[config.mk]
export PLATFORM = sky130hd
export DESIGN_NAME = instancias_display
export DESIGN_NICKNAME = d
export VERILOG_FILES = /design/src/rtl/instancias_display.sv
export SDC_FILE = /design/constraint.sdc
export NUM_CORES = 1
export LEC_CHECK = 0
export ABC_AREA = 1
export CAP_MARGIN = 10
export CORE_MARGIN = 3
export CORE_UTILIZATION = 48
export CTS_CLUSTER_DIAMETER = 40
export DETAILED_ROUTE_END_ITERATION = 16
export MAX_ROUTING_LAYER = met4
export PLACE_DENSITY = 0.75
export REMOVE_ABC_BUFFERS = 1
export SYNTH_ARGS = -nofsm -noshare
export SYNTH_HDL_FRONTEND = slang
export SYNTH_SLANG_ARGS = --single-unit
[constraint.sdc]
create_clock -name clk -period 1.61 [get_ports clk]
set_clock_uncertainty 0.1 [all_clocks]
set_input_delay 0.4025 -clock clk [delete_from_list [all_inputs] [get_ports clk]]
set_output_delay 0.4025 -clock clk [all_outputs]
set_load 0.01 [all_outputs]
[src/rtl/instancias_display.sv]
// rtl/instancias_display.sv - captures the search instance count, converts it to BCD and drives three 7-segment digits
// Build option LEADING_ZERO_BLANK_EN blanks leading zero digits (hundreds, then tens).
module instancias_display #(
  parameter int WIDTH = 8,
  parameter int ITER  = 8
) (
  input  logic             clk,
  input  logic             rst,
  input  logic             cuenta_valid,
  input  logic [WIDTH-1:0] cuenta,
  output logic             busy,
  output logic             done,
  output logic [11:0]      bcd,
  output logic [6:0]       seg_c,
  output logic [6:0]       seg_d,
  output logic [6:0]       seg_u
);

  typedef enum logic {IDLE, SHIFT} state_t;

  state_t            state;
  logic [12+WIDTH-1:0] work;
  logic [2:0]        iter;
  logic [11:0]       adj;
  logic [12+WIDTH-1:0] shifted;

  function automatic logic [3:0] add3(input logic [3:0] d);
    return (d >= 4'd5) ? d + 4'd3 : d;
  endfunction

  function automatic logic [6:0] seg7(input logic [3:0] d);
    case (d)
      4'd0:    seg7 = 7'b1000000;
      4'd1:    seg7 = 7'b1111001;
      4'd2:    seg7 = 7'b0100100;
      4'd3:    seg7 = 7'b0110000;
      4'd4:    seg7 = 7'b0011001;
      4'd5:    seg7 = 7'b0010010;
      4'd6:    seg7 = 7'b0000010;
      4'd7:    seg7 = 7'b1111000;
      4'd8:    seg7 = 7'b0000000;
      4'd9:    seg7 = 7'b0010000;
      default: seg7 = 7'b1111111;
    endcase
  endfunction

  // One double-dabble step: correct every digit, then shift the whole register left.
  always_comb begin
    adj     = {add3(work[12+WIDTH-1:8+WIDTH]), add3(work[8+WIDTH-1:4+WIDTH]), add3(work[4+WIDTH-1:WIDTH])};
    shifted = {adj[10:0], work[WIDTH-1:0], 1'b0};
  end

  always_ff @(posedge clk or posedge rst) begin
    if (rst) begin
      state <= IDLE;
      work  <= '0;
      iter  <= '0;
      busy  <= 1'b0;
      done  <= 1'b0;
      bcd   <= 12'h000;
    end else begin
      done <= 1'b0;
      case (state)
        IDLE: begin
          if (cuenta_valid) begin
            work  <= {12'h000, cuenta};
            iter  <= '0;
            busy  <= 1'b1;
            state <= SHIFT;
          end
        end
        SHIFT: begin
          work <= shifted;
          iter <= iter + 3'd1;
          if (iter == 3'(ITER - 1)) begin
            bcd   <= shifted[12+WIDTH-1:WIDTH];
            done  <= 1'b1;
            busy  <= 1'b0;
            state <= IDLE;
          end
        end
        default: state <= IDLE;
      endcase
    end
  end

`ifdef LEADING_ZERO_BLANK_EN
  assign seg_c = (bcd[11:8] == 4'd0) ? 7'b1111111 : seg7(bcd[11:8]);
  assign seg_d = (bcd[11:4] == 8'd0) ? 7'b1111111 : seg7(bcd[7:4]);
`else
  assign seg_c = seg7(bcd[11:8]);
  assign seg_d = seg7(bcd[7:4]);
`endif
  assign seg_u = seg7(bcd[3:0]);

endmodule

=== Word level (Yosys, flattened, before mapping) ===
Memory sizes are Yosys's and may differ from the RTL's.
Cells that the tools add are included.

* Bits in read-only memories: 336
* Memories kept: 3
* Output and inout bits: 35
* Register bits: 38
* Bits of input ports: 11

* Add/sub/neg operators: 4
* Reduce and logical (&&, ||, !) cells: 2
* Magnitude comparators: 3
* Muxes and demuxes: 15
* Equal/unequal tests: 3
* Bitwise operators: 1

{| class="wikitable"
|+ Memory list
! memory !! words !! bits a word !! rd ports !! clocked after Yosys merged registers in !! wr ports !! line !! RTL
|-
| (no name shown) || 16 || 7 || 1 || 0 || 0 || 32 || <nowiki>case (d)</nowiki>
|-
| (no name shown) || 16 || 7 || 1 || 0 || 0 || 32 ||
|-
| (no name shown) || 16 || 7 || 1 || 0 || 0 || 32 ||
|}

{| class="wikitable"
|+ Operator list
! operator !! number
|-
| 20-bit case mux with 2 select lines || 1
|-
| 20-bit 2-to-1 mux || 1
|-
| 4-bit by 3-bit greater-or-equal comparator with 1-bit output, second input constant || 3
|-
| 4-bit by 2-bit adder with 4-bit output, second input constant || 2
|-
| 4-bit 2-to-1 mux || 2
|-
| 1-bit 2-to-1 mux || 6
|-
| 3-bit 2-to-1 mux || 2
|-
| 3-bit case mux with 2 select lines || 1
|-
| 1-bit case mux with 2 select lines || 2
|-
| 2-bit AND reduction || 2
|-
| 3-bit by 1-bit adder with 3-bit output, second input constant || 1
|-
| 3-bit by 2-bit adder with 3-bit output, second input constant || 1
|-
| 3-bit equality test, second input constant || 1
|-
| 2-bit by 1-bit inequality test with 1-bit output, second input constant || 1
|-
| 2-bit inequality test, second input constant || 1
|-
| 1-bit NOT || 1
|}

=== Logic depth before layout (Yosys ltp) ===
Gate-level depths: netlist of run 1.

* Depth after elaboration: 3
* Mapped depth: 8
* Depth with buffers taken out: 8

=== Worst setup path after synthesis of run 1 ===
No wires, ideal clock.

* Path type: flip-flop to output port
* Start point: register bcd[1]
* End point: output port seg_u[3]
* Path slack: -0.123 ns
* Required time: 1.107 ns
* Stages on the path, launching flop included: 6
* Data arrival time: 1.230 ns
* Buffers on the path: 0
* Path through: dfrtp_1 -> inv_1 -> ha_1 -> nand2_1 -> inv_1 -> o21ai_0

* Cells in the longest elaborated chain, start to end: 1

{| class="wikitable"
|+ RTL lines
! what !! line !! RTL
|-
| start: declaration || 13 || <nowiki>output logic [11:0] bcd,</nowiki>
|-
| start signal: assignment || 76 || <nowiki>bcd <= shifted[12+WIDTH-1:WIDTH];</nowiki>
|-
| memory read 16 x 7 bit || - ||
|-
| end: declaration || 16 || <nowiki>output logic [6:0] seg_u</nowiki>
|}

Every way passes these cells.

=== Worst setup path after layout of run 1 ===
Same ends and word-level chain as after synthesis.

==> reports/qor.csv, run 1 <==
stage;metric;value;unit
run_status;run status;complete, but fails checks;
run_status;failing checks;setup timing;
setup_path;critical path's largest stage delay;420;ps
detailed_routing;Iteration-0 DRC Markers;108;
detailed_routing;number of vias per cell;5.032;
power_and_ir_drop;Cell Int Power;4.173;mW
final_layout;layout cell share with drive strength beyond 1;0.3840;
grt;GR Util met1;0.2319;
setup_path;nature of the critical path endpoint;output port;
placement;worst slack at placement;-521.9;ps
synthesis;#FFs+latches synth;38;
synthesis;ranking of synthesized cells by instance count;sky130_fd_sc_hd__nand2_1 (86), sky130_fd_sc_hd__dfrtp_1 (38), sky130_fd_sc_hd__inv_1 (33);
setup_path;cell at the slowest stage of the critical path;sky130_fd_sc_hd__dfrtp_1;
hold_path;worst hold-check path type;primary input to asynchronous set/reset pin;
synthesis;leading area contributor after synthesis;sky130_fd_sc_hd__dfrtp_1;
job;Max Cap Violations;0;
detailed_routing;Detailed Routing Iterations Pass 1;4;
floorplan;die extent in x;76.14;µm
setup_path;largest fanout of any net on the critical path;3;
grt;All-Layer GR Usage;0.2171;
clock_tree;Max H-tree Level;2;
timing;setup repair after global routing missed its margin;yes;
synthesis;most area-consuming cells after synthesis;sky130_fd_sc_hd__dfrtp_1 (40%), sky130_fd_sc_hd__nand2_1 (14%), sky130_fd_sc_hd__ha_1 (12%);
setup_path;Most common cell on crit path;sky130_fd_sc_hd__inv_2;
floorplan;die span in y;76.14;µm
power_and_ir_drop;Leak Pwr;1.743;nW
synthesis;Synthesis Warnings;0;
power_and_ir_drop;switching share of power;0.4736;
grt;maximum number of pins on one net before global-route repair;39;
synthesis;Main synth FF type;sky130_fd_sc_hd__dfrtp_1;
timing;number of hold violations in the final report;0;
final_layout;register area;955.9;µm²
timing;min setup slack post-route;-334.6;ps
clock_tree;Clock Latency Late Sink;280;ps
synthesis;synthesized area divided by synthesized cell count;8.086;µm²
grt;Congestion Overflow GR;0;
detailed_routing;residual DRC count;0;
setup_path;ordered list of cells on the worst path;inv_2 -> ha_4 -> nand2_4 -> inv_2 -> o21ai_2 -> buf_2;
timing;relative slew slack;0.7372;
power_and_ir_drop;relative contribution of combinational cells to total power;0.687;
timing;highest achievable clock rate;514.2;MHz
floorplan;initial core utilization;0.5207;
floorplan;number of top-level design ports;46;
clock_tree;clock slew at the register clock pins of the worst setup and hold paths;70;ps
final_layout;final core utilization;0.7685;
clock_tree;count of hold buffers inserted by post-cts repair;0;
detailed_routing;total vias in the final route;2214;
detailed_routing;final WL;6.315;mm
placement;half-perimeter wire length after placement;3.713;mm
clock_tree;number of buffers on the longest clock path;2;
clock_tree;clock tree from TritonCTS;done;
final_layout;area growth from synthesis to layout;47.59;%
synthesis;sequential fraction of the synthesis area;0.4028;
synthesis;top-area cell type share of the netlist area;0.4028;
floorplan;total core area;4534;µm²
setup_path;type of element launching the critical path;flip-flop;
clock_tree;total clock buffers created by CTS;5;
timing;Worst-Margin Slew;394.2;ps
final_layout;net count reported at finish;408;
placement;# port buffers;45;
grt;vias in the first global route;2231;
floorplan;number of rows in the core area;24;
placement;gp weighted congestion;0.8055;
synthesis;most used standard cell by instance count after synthesis;sky130_fd_sc_hd__nand2_1;
synthesis;Synth async-reset ratio;1.000;
grt;antenna violations before repair;0;
clock_tree;clk root buf;sky130_fd_sc_hd__clkbuf_8;
power_and_ir_drop;IR Drop Worst-Case VDD;1200;µV
final_layout;area of the multi-input gates;1524;µm²
synthesis;count of cell types in the netlist;23;
grt;gr busiest metal;met2;
power_and_ir_drop;fraction of power consumed by the clock network;0.083;
timing;count of final setup violators;21;
setup_path;worst endpoint required time;1110;ps
power_and_ir_drop;P_sw;3.754;mW
timing;clock period minus final worst setup slack;1945;ps
setup_path;data arrival at the endpoint of the critical path;1440;ps
power_and_ir_drop;sequential fraction of design power;0.230;
final_layout;number of diodes;0;
grt;first-pass GRT wire length;9.977;mm
timing;Hold WS;349.8;ps
grt;fraction of met2 tracks used by global routing;0.3848;
floorplan;area of the die;5797;µm²
grt;fraction of met3 tracks used by global routing;0.04728;
timing;Max Transition Viols Final;0;
timing;post-route fraction of the period consumed by the critical path;1.208;
synthesis;Post-synth EDFFs;0;
power_and_ir_drop;PD cells;2275;nW/µm²
setup_path;Worst Setup Path Type;flip-flop to output port;
clock_tree;number of sinks driven by the clock tree;38;
final_layout;number of fillers in the final layout;310;
detailed_routing;count of antenna-violating nets left after detailed routing;0;
synthesis;Gate Count Post-Synth;292;
detailed_routing;routed wirelength normalized by instance count;14.35;µm
synthesis;synthesized cell area;2361;µm²
[registers in the layout (all words and copies together), names as in the netlist]
signal,count
bcd,12
busy,1
work,20
state,1
iter,3
done,1
[worst paths after layout]
kind / from / to / slack [ps] / cells past startpoint
min in group clk: iter[0] / iter[0] / 380 / 1
worst max register to register: iter[0] / bcd[9] / 160 / 6
worst min register to register: iter[0] / iter[0] / 380 / 1
worst max-delay path: bcd[1] / seg_u[3] / -330 / 6
worst min-delay path: rst / iter[1] / 350 / 3
max in group asynchronous: rst / bcd[2] / 850 / 3
[area by class of cell]
type,instances,share of cell area
clock buffer,7,0.02478
clock inverter,1,0.001436
inverter,37,0.04273
multi-input combinational,209,0.4373
sequential,38,0.2743
tap,65,0.02334
timing repair buffer,83,0.1961
[cells in the final DEF, fill, tap and decap left out, types with 7 or more instances in the layout]
| master | synthesis | routed |
|---|---|---|
| sky130_fd_sc_hd__o21ai_0 | 29 | 9 |
| sky130_fd_sc_hd__dfrtp_1 | 38 | 34 |
| sky130_fd_sc_hd__nand3_1 | 23 | 19 |
| sky130_fd_sc_hd__inv_1 | 33 | 22 |
| sky130_fd_sc_hd__nand2_1 | 86 | 80 |
| sky130_fd_sc_hd__nor2_1 | 16 | 11 |
| sky130_fd_sc_hd__clkdlybuf4s50_1 | 0 | 10 |
| sky130_fd_sc_hd__nand3_2 | 7 | 11 |
| sky130_fd_sc_hd__ha_1 | 23 | 8 |
| sky130_fd_sc_hd__o21ai_1 | 2 | 12 |
| sky130_fd_sc_hd__buf_4 | 0 | 23 |
| sky130_fd_sc_hd__inv_2 | 2 | 12 |
| sky130_fd_sc_hd__o21ai_4 | 0 | 7 |
| sky130_fd_sc_hd__buf_6 | 3 | 17 |
| sky130_fd_sc_hd__buf_2 | 4 | 21 |
| sky130_fd_sc_hd__ha_4 | 0 | 13 |
[power by group through the flow]
stage          combinational, mW  clock, mW  sequential (mW)
2_1_floorplan               2.26          0             1.90
3_3_place_gp                4.38          0             1.80
3_5_place_dp                4.51          0             1.81
4_1_cts                     4.75      0.689             1.81
5_1_grt                     5.98      0.720             1.89
6_report                    5.45      0.658             1.82
[layer usage]
layer | vias to the layer above | routed length [µm]
met5 | - | 0
met4 | 0 | 136
met3 | 16 | 269
met2 | 66 | 3234
met1 | 1025 | 2675
li1 | 1107 | -
[per-stage QoR]
| step | instance area [µm²] | cells | setup TNS, ps | total power, mW |
|---|---|---|---|---|
| 6_report | 3485 | 440 | -5613 | 7.927 |
| 5_1_grt | 3485 | 440 | -6916 | 8.591 |
| 4_1_cts | 3332 | 435 | -5336 | 7.247 |
| 3_5_place_dp | 3019 | 419 | -7784 | 6.317 |
| 3_3_place_gp | 3019 | 419 | -7038 | 6.177 |
| 2_1_floorplan | 2287 | 284 | -484.7 | 4.160 |
[cells by family (layout without fill, tap and decap cells)]
group           after synthesis  in the layout  share of synthesized area
compound gates               46             46                     0.1124
fa+ha+maj                    23             23                     0.1219
buf+inv                      45            128                    0.09327
flops                        38             38                     0.4028
simple gates                140            140                     0.2697
[worst max-delay path: cells and delay by family, from the launching register on]
family / cells / cell delay, ps
fa+ha+maj: 1 / 220
compound gates: 1 / 140
buf+inv: 3 / 320
flops: 1 / 420
simple gates: 1 / 50
[timing repair]
action | CTS | global route
setup endpoints to repair | 35 | 34
setup buffers | 9 | 6
pin swaps | 20 | 19
gates resized for setup | 191 | 42
(Power assumes the default switching activity.)
==> run 2, diff against run 1 <==
Settings changed: ABC_CLOCK_PERIOD_IN_PS set to 1610, CORE_MARGIN 3 to 5.
==> run 2 against run 1 <==
The run still ends with setup timing left; count of clock-buffer cells in the layout down 2; combinational power down 6.8%; cell area down 2.8%; clock power up 23%; largest cell class unchanged.
==> reports/qor.csv, run 2 (synthesis results as in run 1) <==
stage;metric;value;unit
power_and_ir_drop;P_sw;3.602;mW
detailed_routing;Iteration-0 DRC Markers;167;
power_and_ir_drop;relative contribution of combinational cells to total power;0.658;
timing;number of hold violations in the final report;0;
final_layout;layout cell share with drive strength beyond 1;0.3600;
power_and_ir_drop;fraction of power consumed by the clock network;0.105;
final_layout;area growth from synthesis to layout;43.46;%
setup_path;worst reg2reg setup slack;80;ps
timing;post-route fraction of the period consumed by the critical path;1.201;
placement;gp weighted congestion;0.8778;
timing;Worst-Margin Slew;393.4;ps
setup_path;count of cells along the worst register-to-register path;8;
placement;# port buffers;45;
final_layout;register ranked first by flip-flop count;work;
setup_path;worst flop-to-flop path startpoint;work[12];
clock_tree;clock tree from TritonCTS;done;
setup_path;critical path capture point;seg_c[3];
setup_path;worst endpoint required time;1110;ps
detailed_routing;final WL;6.132;mm
power_and_ir_drop;Cell Int Power;4.121;mW
detailed_routing;Detailed Routing Iterations Pass 1;4;
setup_path;launch point of the critical path;bcd[9];
detailed_routing;number of vias per cell;5.043;
final_layout;most common cell after layout, fill and taps aside;sky130_fd_sc_hd__nand2_1;
clock_tree;clock slew at the register clock pins of the worst setup and hold paths;80;ps
clock_tree;number of sinks driven by the clock tree;38;
clock_tree;Max H-tree Level;2;
placement;half-perimeter wire length after placement;3.755;mm
final_layout;commonest cells after routing, fill and taps aside;sky130_fd_sc_hd__nand2_1 (82), sky130_fd_sc_hd__dfrtp_1 (34), sky130_fd_sc_hd__buf_4 (24);
detailed_routing;total vias in the final route;2229;
floorplan;initial core utilization;0.4966;
floorplan;number of top-level design ports;46;
final_layout;net count reported at finish;408;
power_and_ir_drop;IR Drop Worst-Case VDD;1052;µV
timing;highest achievable clock rate;517.4;MHz
placement;area after detailed placement;3037;µm²
final_layout;number of fillers in the final layout;371;
grt;All-Layer GR Usage;0.2036;
clock_tree;clk root buf;sky130_fd_sc_hd__clkbuf_8;
clock_tree;total clock buffers created by CTS;5;
clock_tree;Clock Latency Late Sink;300;ps
timing;clock period minus final worst setup slack;1933;ps
setup_path;type of element launching the critical path;flip-flop;
final_layout;registers with the most flip-flops;work: 20 flops, bcd: 12 flops, iter: 3 flops;
timing;min setup slack post-route;-322.9;ps
timing;count of final setup violators;21;
clock_tree;number of buffers on the longest clock path;2;
power_and_ir_drop;Leak Pwr;1.721;nW
floorplan;area of the die;6422;µm²
floorplan;die extent in x;80.14;µm
hold_path;worst hold-check path type;primary input to asynchronous set/reset pin;
final_layout;final non-filler cell area;3387;µm²
setup_path;largest fanout of any net on the critical path;4;
detailed_routing;count of antenna-violating nets left after detailed routing;0;
final_layout;number of flip-flops under the largest register name;20;
run_status;failing checks;setup timing;
floorplan;total core area;4755;µm²
detailed_routing;routed wirelength normalized by instance count;13.87;µm
grt;maximum number of pins on one net before global-route repair;39;
grt;fraction of met3 tracks used by global routing;0.03812;
grt;vias in the first global route;2175;
power_and_ir_drop;PD cells;2280;nW/µm²
floorplan;die span in y;80.14;µm
detailed_routing;residual DRC count;0;
power_and_ir_drop;switching share of power;0.4664;
timing;setup repair after global routing missed its margin;yes;
grt;Congestion Overflow GR;0;
placement;worst slack at placement;-437.1;ps
setup_path;endpoint of the lowest-slack register-to-register path;work[14];
final_layout;final core utilization;0.7124;
setup_path;data arrival at the endpoint of the critical path;1430;ps
timing;relative slew slack;0.7350;
run_status;run status;complete, but fails checks;
setup_path;nature of the critical path endpoint;output port;
grt;GR Util met1;0.2463;
power_and_ir_drop;post-layout power;7.723;mW
grt;antenna violations before repair;0;
power_and_ir_drop;sequential fraction of design power;0.237;
final_layout;number of diodes;0;
grt;gr busiest metal;met2;
grt;fraction of met2 tracks used by global routing;0.3444;
job;Max Cap Violations;0;
floorplan;number of rows in the core area;25;
setup_path;Worst Setup Path Type;flip-flop to output port;
timing;Max Transition Viols Final;0;
grt;first-pass GRT wire length;10.07;mm
[run 2: changes by cell type in the layout (fill, tap and decap cells not counted), moves of 2 or more]
cell,delta
sky130_fd_sc_hd__ha_4,-4
sky130_fd_sc_hd__buf_6,-3
sky130_fd_sc_hd__ha_2,+3
sky130_fd_sc_hd__nor2_1,+2
sky130_fd_sc_hd__o21ai_1,+2
sky130_fd_sc_hd__o21ai_4,-2
sky130_fd_sc_hd__nand2_1,+2
sky130_fd_sc_hd__dlygate4sd2_1,+2
[run 2: per-layer routing]
| layer | up-vias | share of wire |
|---|---|---|
| met3 | 7 | 0.047 |
| li1 | 1114 | - |
| met5 | - | 0 |
| met2 | 61 | 0.50 |
| met1 | 1047 | 0.44 |
| met4 | 0 | 0.013 |
[run 2: how the worst min path moves through the flow]
| stage | slack [ps] | depth (start not counted) | start | to |
|---|---|---|---|---|
| floorplan | 350 | 2 | work[17] | work[17] |
| global placement | 360 | 2 | work[5] | work[5] |
| detailed placement | 370 | 2 | work[6] | work[6] |
| CTS | 360 | 3 | rst | work[17] |
| global route | 410 | 3 | rst | bcd[11] |
| finish | 350 | 3 | rst | work[18] |
[run 2: final cells by class]
cell class	instances	area, µm²	share of cell area
Multi-Input combinational cell	209	1430	0.4222
Timing Repair Buffer	83	661.9	0.1954
Tap cell	67	83.83	0.02475
Inverter	37	146.4	0.04322
Sequential cell	38	955.9	0.2822
Clock buffer	5	68.82	0.02032
Clock inverter	3	40.04	0.01182
[run 2: worst max-delay path: stages, from the launching register on]
cell and delay (ps):
sky130_fd_sc_hd__dfrtp_2 410, sky130_fd_sc_hd__inv_2 70, sky130_fd_sc_hd__buf_6 120, sky130_fd_sc_hd__ha_4 160
sky130_fd_sc_hd__o21ai_4 140, sky130_fd_sc_hd__o21ai_1 70, sky130_fd_sc_hd__buf_2 150
[run 2: repair_timing]
item	CTS	global route
buffers inserted	7	5
hold buffers	0	0
endpoints found under the hold margin	0	0
pin swaps	18	22
setup endpoints to repair	35	31
gates resized for setup	166	42
[run 2: power by group through the flow]
| stage | clock [mW] | sequential, mW | combinational, mW |
|---|---|---|---|
| CTS | 0.824 | 1.81 | 4.62 |
| finish | 0.811 | 1.83 | 5.08 |
| global placement | 0 | 1.80 | 4.44 |
| global route | 0.871 | 1.90 | 5.61 |
| detailed placement | 0 | 1.82 | 4.54 |
| floorplan | 0 | 1.90 | 2.26 |
[run 2: per-stage QoR]
stage | hold slack (ps) | cells | TNS (ps)
after floorplan | 349.1 | 284 | -484.7
after global placement | 362.9 | 423 | -7029
after detailed placement | 369.5 | 423 | -7456
after CTS | 361.3 | 438 | -5606
after global routing | 407.7 | 442 | -7151
final | 353.8 | 442 | -5562
